[config.mk]
export PLATFORM = sky130hd
export DESIGN_NAME = seg_scan_ctrl
export DESIGN_NICKNAME = d
export VERILOG_FILES = /design/src/rtl/seg_scan_ctrl.sv
export SDC_FILE = /design/constraint.sdc
export NUM_CORES = 1
export LEC_CHECK = 0
export ABC_CLOCK_PERIOD_IN_PS = 1800
export CORE_MARGIN = 4
export CORE_UTILIZATION = 46
export CTS_CLUSTER_DIAMETER = 60
export DETAILED_ROUTE_END_ITERATION = 6
export DONT_BUFFER_PORTS = 1
export PLACE_DENSITY = 0.68
export SYNTH_ARGS = -nofsm -noshare
export SYNTH_HDL_FRONTEND = slang
export SYNTH_SLANG_ARGS = --single-unit
[constraint.sdc]
create_clock -name CLK -period 1.8 [get_ports CLK]
set_input_delay 0.27 -clock CLK [delete_from_list [all_inputs] [get_ports CLK]]
set_output_delay 0.27 -clock CLK [all_outputs]
set_load 0.02 [all_outputs]
[src/rtl/seg_scan_ctrl.sv]
// seg_scan_ctrl: 8-digit 7-segment scan controller with history/alert arbiter.
// Define SEG_SCAN_BLANK_GAP_EN to blank seg at the start of every dwell.
module seg_scan_ctrl #(
  parameter int SCAN_DIV    = 5000,
  parameter int HOLD_FRAMES = 200,
  parameter int BLANK_CYC   = 500
) (
  input  logic       CLK,
  input  logic       RST,
  input  logic       bit_valid,
  input  logic       bit_in,
  input  logic       hit,
  output logic [2:0] n,
  output logic [7:0] seg,
  output logic [6:0] codeout,
  output logic       overlay_active
);

  localparam int DW = $clog2(SCAN_DIV);
  localparam int HW = $clog2(HOLD_FRAMES + 1);

  localparam logic [DW-1:0] DIV_MAX = DW'(SCAN_DIV - 1);
  localparam logic [HW-1:0] HOLD_LD = HW'(HOLD_FRAMES);
  localparam logic [HW-1:0] HOLD_1  = HW'(1);

  localparam logic [6:0] G_ZERO  = 7'b1111110;
  localparam logic [6:0] G_ONE   = 7'b0110000;
  localparam logic [6:0] G_BLANK = 7'b0000000;

  if (SCAN_DIV < 2) begin : g_chk_div
    $error("SCAN_DIV must be 2 or more");
  end
  if (HOLD_FRAMES < 1) begin : g_chk_hold
    $error("HOLD_FRAMES must be 1 or more");
  end
  if (BLANK_CYC >= SCAN_DIV) begin : g_chk_blank
    $error("BLANK_CYC must be less than SCAN_DIV");
  end

  typedef enum logic [1:0] {
    NORMAL,
    PENDING,
    OVERLAY
  } state_t;

  state_t        state;
  logic [DW-1:0] div_cnt;
  logic [HW-1:0] hold_cnt;
  logic [7:0]    history;
  logic [7:0]    seg_oh;
  logic          tick;
  logic          fb;
  logic          ov_nx;
  logic [2:0]    n_nx;

  assign tick = (div_cnt == DIV_MAX);
  assign fb   = tick && (n == 3'd7);
  assign n_nx = n + 3'd1;

  // Overlay ownership after this edge; the code registered now must match it.
  always_comb begin
    ov_nx = 1'b0;
    unique case (1'b1)
      state == PENDING: ov_nx = fb;
      state == OVERLAY: ov_nx = hit || !fb || (hold_cnt != HOLD_1);
      default:          ov_nx = 1'b0;
    endcase
  end

  function automatic logic [6:0] glyph(
    input logic [2:0] k,
    input logic [7:0] h,
    input logic       ov
  );
    logic [6:0] g;
    g = h[k] ? G_ONE : G_ZERO;
    if (ov) begin
      g = k[2] ? G_BLANK : ((k == 3'd1) ? G_ZERO : G_ONE);
    end
    return g;
  endfunction

  always_ff @(posedge CLK) begin
    if (RST) begin
      div_cnt        <= '0;
      n              <= 3'd0;
      seg_oh         <= 8'b0000_0001;
      codeout        <= G_ZERO;
      history        <= 8'h00;
      state          <= NORMAL;
      hold_cnt       <= '0;
      overlay_active <= 1'b0;
    end else begin
      div_cnt <= tick ? '0 : div_cnt + 1'b1;
      if (bit_valid) begin
        history <= {history[6:0], bit_in};
      end
      if (tick) begin
        n       <= n_nx;
        seg_oh  <= 8'b0000_0001 << n_nx;
        codeout <= glyph(n_nx, history, ov_nx);
      end
      overlay_active <= ov_nx;
      unique case (state)
        NORMAL: begin
          if (hit) state <= PENDING;
        end
        PENDING: begin
          if (fb) begin
            state    <= OVERLAY;
            hold_cnt <= HOLD_LD;
          end
        end
        OVERLAY: begin
          if (hit) begin
            hold_cnt <= HOLD_LD;
          end else if (fb) begin
            if (hold_cnt == HOLD_1) state <= NORMAL;
            hold_cnt <= hold_cnt - 1'b1;
          end
        end
        default: state <= NORMAL;
      endcase
    end
  end

`ifdef SEG_SCAN_BLANK_GAP_EN
  localparam logic [DW-1:0] BLANK_END = DW'(BLANK_CYC);
  assign seg = (div_cnt < BLANK_END) ? 8'h00 : seg_oh;
`else
  assign seg = seg_oh;
`endif

endmodule
After elaboration in Yosys (flattened, before gate mapping)
Index checks and enable logic that the tools add are counted.
{"block": "classes", "add_sub_neg": 3, "multipliers": 0, "div_mod_pow": 0, "n_lt_le_gt_ge": 1, "eq_ne": 13, "shift": 1, "mux": 17, "bitwise": 0, "n_reduce_logical": 9}
{"cell": "2-to-1 mux 7 bit", "count": 4}
{"cell": "2-to-1 mux 8 bit", "count": 3}
{"cell": "case mux 8 bit (2 select lines)", "count": 1}
{"cell": "adder 13 x 1 -> 13 bit (second input constant)", "count": 1}
{"cell": "== test 13 bit (second input constant)", "count": 1}
{"cell": "2-to-1 mux 2 bit", "count": 5}
{"cell": "== test 8 x 1 -> 1 bit (second input constant)", "count": 1}
{"cell": "!= test 2 bit (second input constant)", "count": 4}
{"cell": "!= test 8 x 1 -> 1 bit (second input constant)", "count": 1}
{"cell": "<< shifter 1 x 3 -> 8 bit (first input constant)", "count": 1}
{"cell": "subtractor 8 x 1 -> 8 bit (second input constant)", "count": 1}
{"cell": "case mux 2 bit (3 select lines)", "count": 1}
{"cell": "AND reduction 5 bit", "count": 1}
{"cell": "less-than comparator 3 x 4 -> 1 bit (second input constant)", "count": 1}
{"cell": "adder 3 x 1 -> 3 bit (second input constant)", "count": 1}
{"cell": "binary-select mux 1 bit (select 3 bit)", "count": 1}
{"cell": "== test 3 x 1 -> 1 bit (second input constant)", "count": 1}
{"cell": "== test 3 bit (second input constant)", "count": 1}
{"cell": "!= test 3 bit (second input constant)", "count": 1}
{"cell": "AND reduction 3 bit", "count": 1}
{"cell": "== test 2 x 1 -> 1 bit (second input constant)", "count": 1}
{"cell": "== test 2 bit (second input constant)", "count": 1}
{"cell": "logical NOT 2 bit", "count": 1}
{"cell": "logical OR 1 bit", "count": 2}
{"cell": "7 further kinds", "count": 7}
{"block": "word_totals", "reg_bits": 50, "latchBits": 0, "ram_bits": 0, "rom_bits": 0, "in_bits": 5, "out_inout_bits": 19, "elab_cells": 52, "n_memories": 0}

Depth between registers and ports, before layout
{"block": "depth", "word_depth": 7, "depth_mapped": 7, "depth_no_buf": 7}

Least setup slack after synthesis
No wires, ideal clock.
{"block": "synth_path", "path_kind": "flip-flop to flip-flop", "from": "register n[0]", "to": "register codeout[3]", "setup_ns": 0.086, "arrival_time_ns": 2.002, "t_required_ns": 1.714, "path_slack_ns": -0.287, "stages_incl_launch_ff": 8, "n_path_buf": 1, "period_less_slack_ns": 2.087, "cell_sequence": "dfxtp_1 -> ha_1 -> ha_1 -> clkbuf_1 -> mux4_2 -> mux2i_1 -> nor3_1 -> a211oi_1"}
{"block": "synth_between", "elab_chain_len": 7, "word_cells_on_any_way": 14, "classes_between": "add/sub (1); eq/ne (2); mux (7); reduce/logical (4)"}
{"item": "start: declaration", "line_no": "13", "source": "output logic [2:0] n,"}
{"item": "start signal: assignment", "line_no": "99", "source": "n <= n_nx;"}
{"item": "branches (longest 6 deep; another with adder 3 x 1 -> 3 bit)"}
{"item": "2-to-1 mux 7 bit *", "line_no": "77", "source": "if (ov) begin"}
{"item": "end signal: assignment", "line_no": "101", "source": "codeout <= glyph(n_nx, history, ov_nx);"}
{"item": "end: declaration", "line_no": "15", "source": "output logic [6:0] codeout,"}
Mark *: on every way between the ends. The select of a mux whose other input is x is not followed.
A chain may end at the register's enable or synchronous reset.

Worst setup path in the final report
{"block": "layout_path", "from": "register div_cnt[6]", "to": "register codeout[3]"}
{"block": "layout_between", "elab_chain_len": 7}
{"item": "start: declaration", "line_no": "47", "source": "logic [DW-1:0] div_cnt;"}
{"item": "start signal: assignment", "line_no": "94", "source": "div_cnt <= tick ? '0 : div_cnt + 1'b1;"}
{"item": "== test 13 bit *", "line_no": "56", "source": "assign tick = (div_cnt == DIV_MAX);"}
{"item": "logical AND 1 bit", "line_no": "57", "source": "assign fb = tick && (n == 3'd7);"}
{"item": "logical NOT 1 bit", "line_no": "65", "source": "state == OVERLAY: ov_nx = hit || !fb || (hold_cnt != HOLD_1);"}
{"item": "logical OR 1 bit (2 in series)", "line_no": "65"}
{"item": "case mux 1 bit (2 select lines)", "line_no": "63", "source": "unique case (1'b1)"}
{"item": "2-to-1 mux 7 bit", "line_no": "77"}
Every way passes the cells marked *; elsewhere a longest branch is shown, timed or not.

==> flow_summary.yaml <==
timing:
  setup_ws_ns: -0.1326
  skew_ns: 0.006904
  hold_violations: 0
  rsz0062_at_grt: "yes"
  final.min_clock_period_ns: 1.933
  setup_violations: 8
  drv_slew: 0
  fin_crit_sh_pct: 107.4
  max_freq_mhz: 517.4
clocking:
  clockBufferDepth: 2
  cts_sinks: 45
  h-tree-depth: 2
  cts.clk_slew.worst_paths_ns: 0.09
  hold_buffers: 0
  clock_latency_ns: 0.30
  cts_buffers: 5
  cts_tree: "built"
  clock-root-buffer: "clkbuf_8"
drt:
  drt_drc_violations_left: 0
  wl_per_cell_um: 13.74
  ant_nets: 0
  routed_wl_um: 4961
  drt_iter0_drc: 115
  vias: 1914
  via_per_inst: 5.302
  firstDrtPassIters: 4
synth:
  yosysTopAreaCell: "dfxtp_1"
  yosys_register_bits: 45
  synth.area.top_cells: "dfxtp_1 40%, ha_1 8.3%, nor2_1 5.8%, mux2i_1 4.8%, nand2_1 3.8%"
  synth_edf_count: 0
  syn_nets: 275
  syn_area_um2: 2273
  syn_inst: 255
  seq_area_frac_synth_pct: 39.63
  ys_top_cells_by_count: "45 x dfxtp_1, 35 x nor2_1, 23 x nand2_1, 16 x a21oi_1, 15 x ha_1"
  synth.most_common_cell: "dfxtp_1"
  ys.flop_type: "dfxtp_1"
  syn_area_per_cell_um2: 8.915
  async_flop_share_pct: 0
  yosys_warnings: 0
  yosysUniqueCellTypes: 42
  synth_top_area_share_pct: 39.63
run_status:
  violations: "setup timing"
  outcome: "finished, violations left"
layout:
  fillCellCount: 403
  fin_area_um2: 2873
  num_antenna_cells: 0
  drive_gt1_share_pct: 27.89
  nets: 313
  syn_to_final_growth_pct: 26.36
pwr:
  seqPwrFrac_pct: 45.2
  switching_share_pct: 31.87
  p_clk_share_pct: 24.9
  combPwrFrac_pct: 29.9
  p_sw_uw: 787.7
  power_leakage_nw: 1.114
  intPower_mw: 1.684
  p_per_area_nw_per_um2: 860.5
  ir_worst_vdd_uv: 398.9
worst_setup_path:
  rr_worst_depth: 5
  timing.rr.end: "codeout[3]$_SDFFE_PP1N_"
  path_max_fanout: 3
  reg2reg_slack_ns: -0.13
  cp_top_family: "compound AO/OA/AOI/OAI gates"
  worstSetupEndpointType: "flop"
  worst-path-buf-inv: 0
  critPathKind: "flop to flop"
  start_kind: "flop"
  crit_start: "div_cnt[6]$_SDFF_PP0_"
  cp.depth: 5
  crit_end: "codeout[3]$_SDFFE_PP1N_"
  reg2reg_from: "div_cnt[6]$_SDFF_PP0_"
  slowest_stage: "or4b_4"
  critPathArrivalTime_ns: 2.11
  crit_path_max_incr_delay_ns: 0.57
  path_cells: "or4b_4 > o41ai_4 > o41ai_4 > a2111oi_2 > a211oi_1"
  crit_top_cell: "o41ai_4"
  required_ns: 1.98
floorplanning:
  die_w_um: 78.30
  fp.dieH_um: 78.30
  core_um2: 4755
  ios: 24
  rows: 25
  initial_core_util_pct: 47.82
  dieArea_um2: 6131
global_route:
  grt_first_pass_wirelength_um: 8349
  grt_pass1_vias: 1889
  grt_use_total_pct: 16.93
  overflow: 0
  grt_antenna_before_repair: 0
  grt_max_degree: 34
hold_path:
  worstHoldStart: "RST"
  hold_path_class: "input pin to flop"
place:
  gp_congestion: 0.8859
  io_buffers: 0
  hpwl_um: 3416
  placed_cell_area_um2: 2628
  post-place-ws_ns: -0.1120
job:
  maxCapViolCount: 0
kinds of logic after synthesis:
| logic type | Yosys count | synth area share (%) |
|---|---|---|
| compound gates | 36 | 11.28 |
| xor+xnor | 12 | 4.623 |
| fa+ha+maj | 15 | 8.255 |
| buf+inv | 26 | 5.283 |
| flops | 45 | 39.63 |
| mux | 13 | 6.824 |
| other cells | 1 | 0.1649 |
| simple gates | 107 | 23.94 |
flip-flops by register name (all words and copies together), names as in the netlist:
register	count
codeout	2
hold_cnt	8
overlay_active	1
div_cnt	13
seg	8
n	3
history	8
state	2
worst min-delay path by stage:
stage	endpoint	depth (start not counted)
2_1_floorplan	history[0]$_SDFFE_PP0P_	2
3_3_place_gp	n[1]$_SDFFE_PP0N_	1
3_5_place_dp	n[1]$_SDFFE_PP0N_	1
4_1_cts	n[1]$_SDFFE_PP0N_	1
5_1_grt	div_cnt[2]$_SDFF_PP0_	1
6_report	hold_cnt[6]$_SDFFE_PP0P_	1
power by group through the flow:
stage	sequential (mW)	combinational, mW	clock [mW]
floorplan	1.15	0.425	0
global placement	1.13	0.639	0
detailed placement	1.14	0.654	0
CTS	1.11	0.676	0.631
global route	1.13	0.822	0.688
finish	1.12	0.739	0.616
cells in the final DEF, fill, tap and decap left out, types with 7 or more instances in the layout:
| cell type | instances |
|---|---|
| mux2i_1 | 11 |
| dfxtp_1 | 41 |
| nand3_1 | 10 |
| inv_1 | 11 |
| ha_1 | 11 |
| a21oi_1 | 16 |
| xnor2_1 | 7 |
| nor2_1 | 34 |
| buf_4 | 44 |
| nand2_1 | 22 |
area by class of cell:
cell class	instances	area, um^2	share of cell area (%)
Clock inverter	1	7.507	0.2613
Inverter	12	45.04	1.568
Tap cell	67	83.83	2.918
Sequential cell	45	908.4	31.62
Multi-Input combinational cell	184	1401	48.78
Timing Repair Buffer	45	350.3	12.20
Clock buffer	7	76.32	2.657
timing repair:
| action | CTS | global route |
|---|---|---|
| setup endpoints to repair | 11 | 18 |
| buffers inserted | 0 | 2 |
| endpoints found under the hold margin | 0 | 0 |
| cloned | 0 | 0 |
| resized for setup | 9 | 15 |
| pin swaps | 3 | 3 |
metal layers:
layer | track usage, % | part of all wire (%) | vias up
li1 | - | - | 964
met1 | 22.36 | 48 | 913
met2 | 26.46 | 46 | 31
met3 | 5.046 | 4.4 | 6
met4 | 5.594 | 1.2 | 0
met5 | 0 | 0 | -
through the flow:
stage	std cells	setup TNS (ns)	hold WS, ns	power [mW]	utilization [%]
after global placement	351	-0.1814	0.3402	1.770	55.26
after detailed placement	351	-0.5504	0.3429	1.789	55.26
after CTS	359	-0.5238	0.02069	2.419	58.24
after global routing	361	-1.556	0.01364	2.639	60.42
after floorplan	255	-0.06540	0.4175	1.577	-
final	361	-0.7181	0.03525	2.472	60.42
worst reg2reg max path, cell delays in order, from the launching register on:
cell and delay, ns:
dfxtp_1 0.31, or4b_4 0.57, o41ai_4 0.39, o41ai_4 0.16, a2111oi_2 0.30, a211oi_1 0.09
Power figures use the tool's default switching activity.
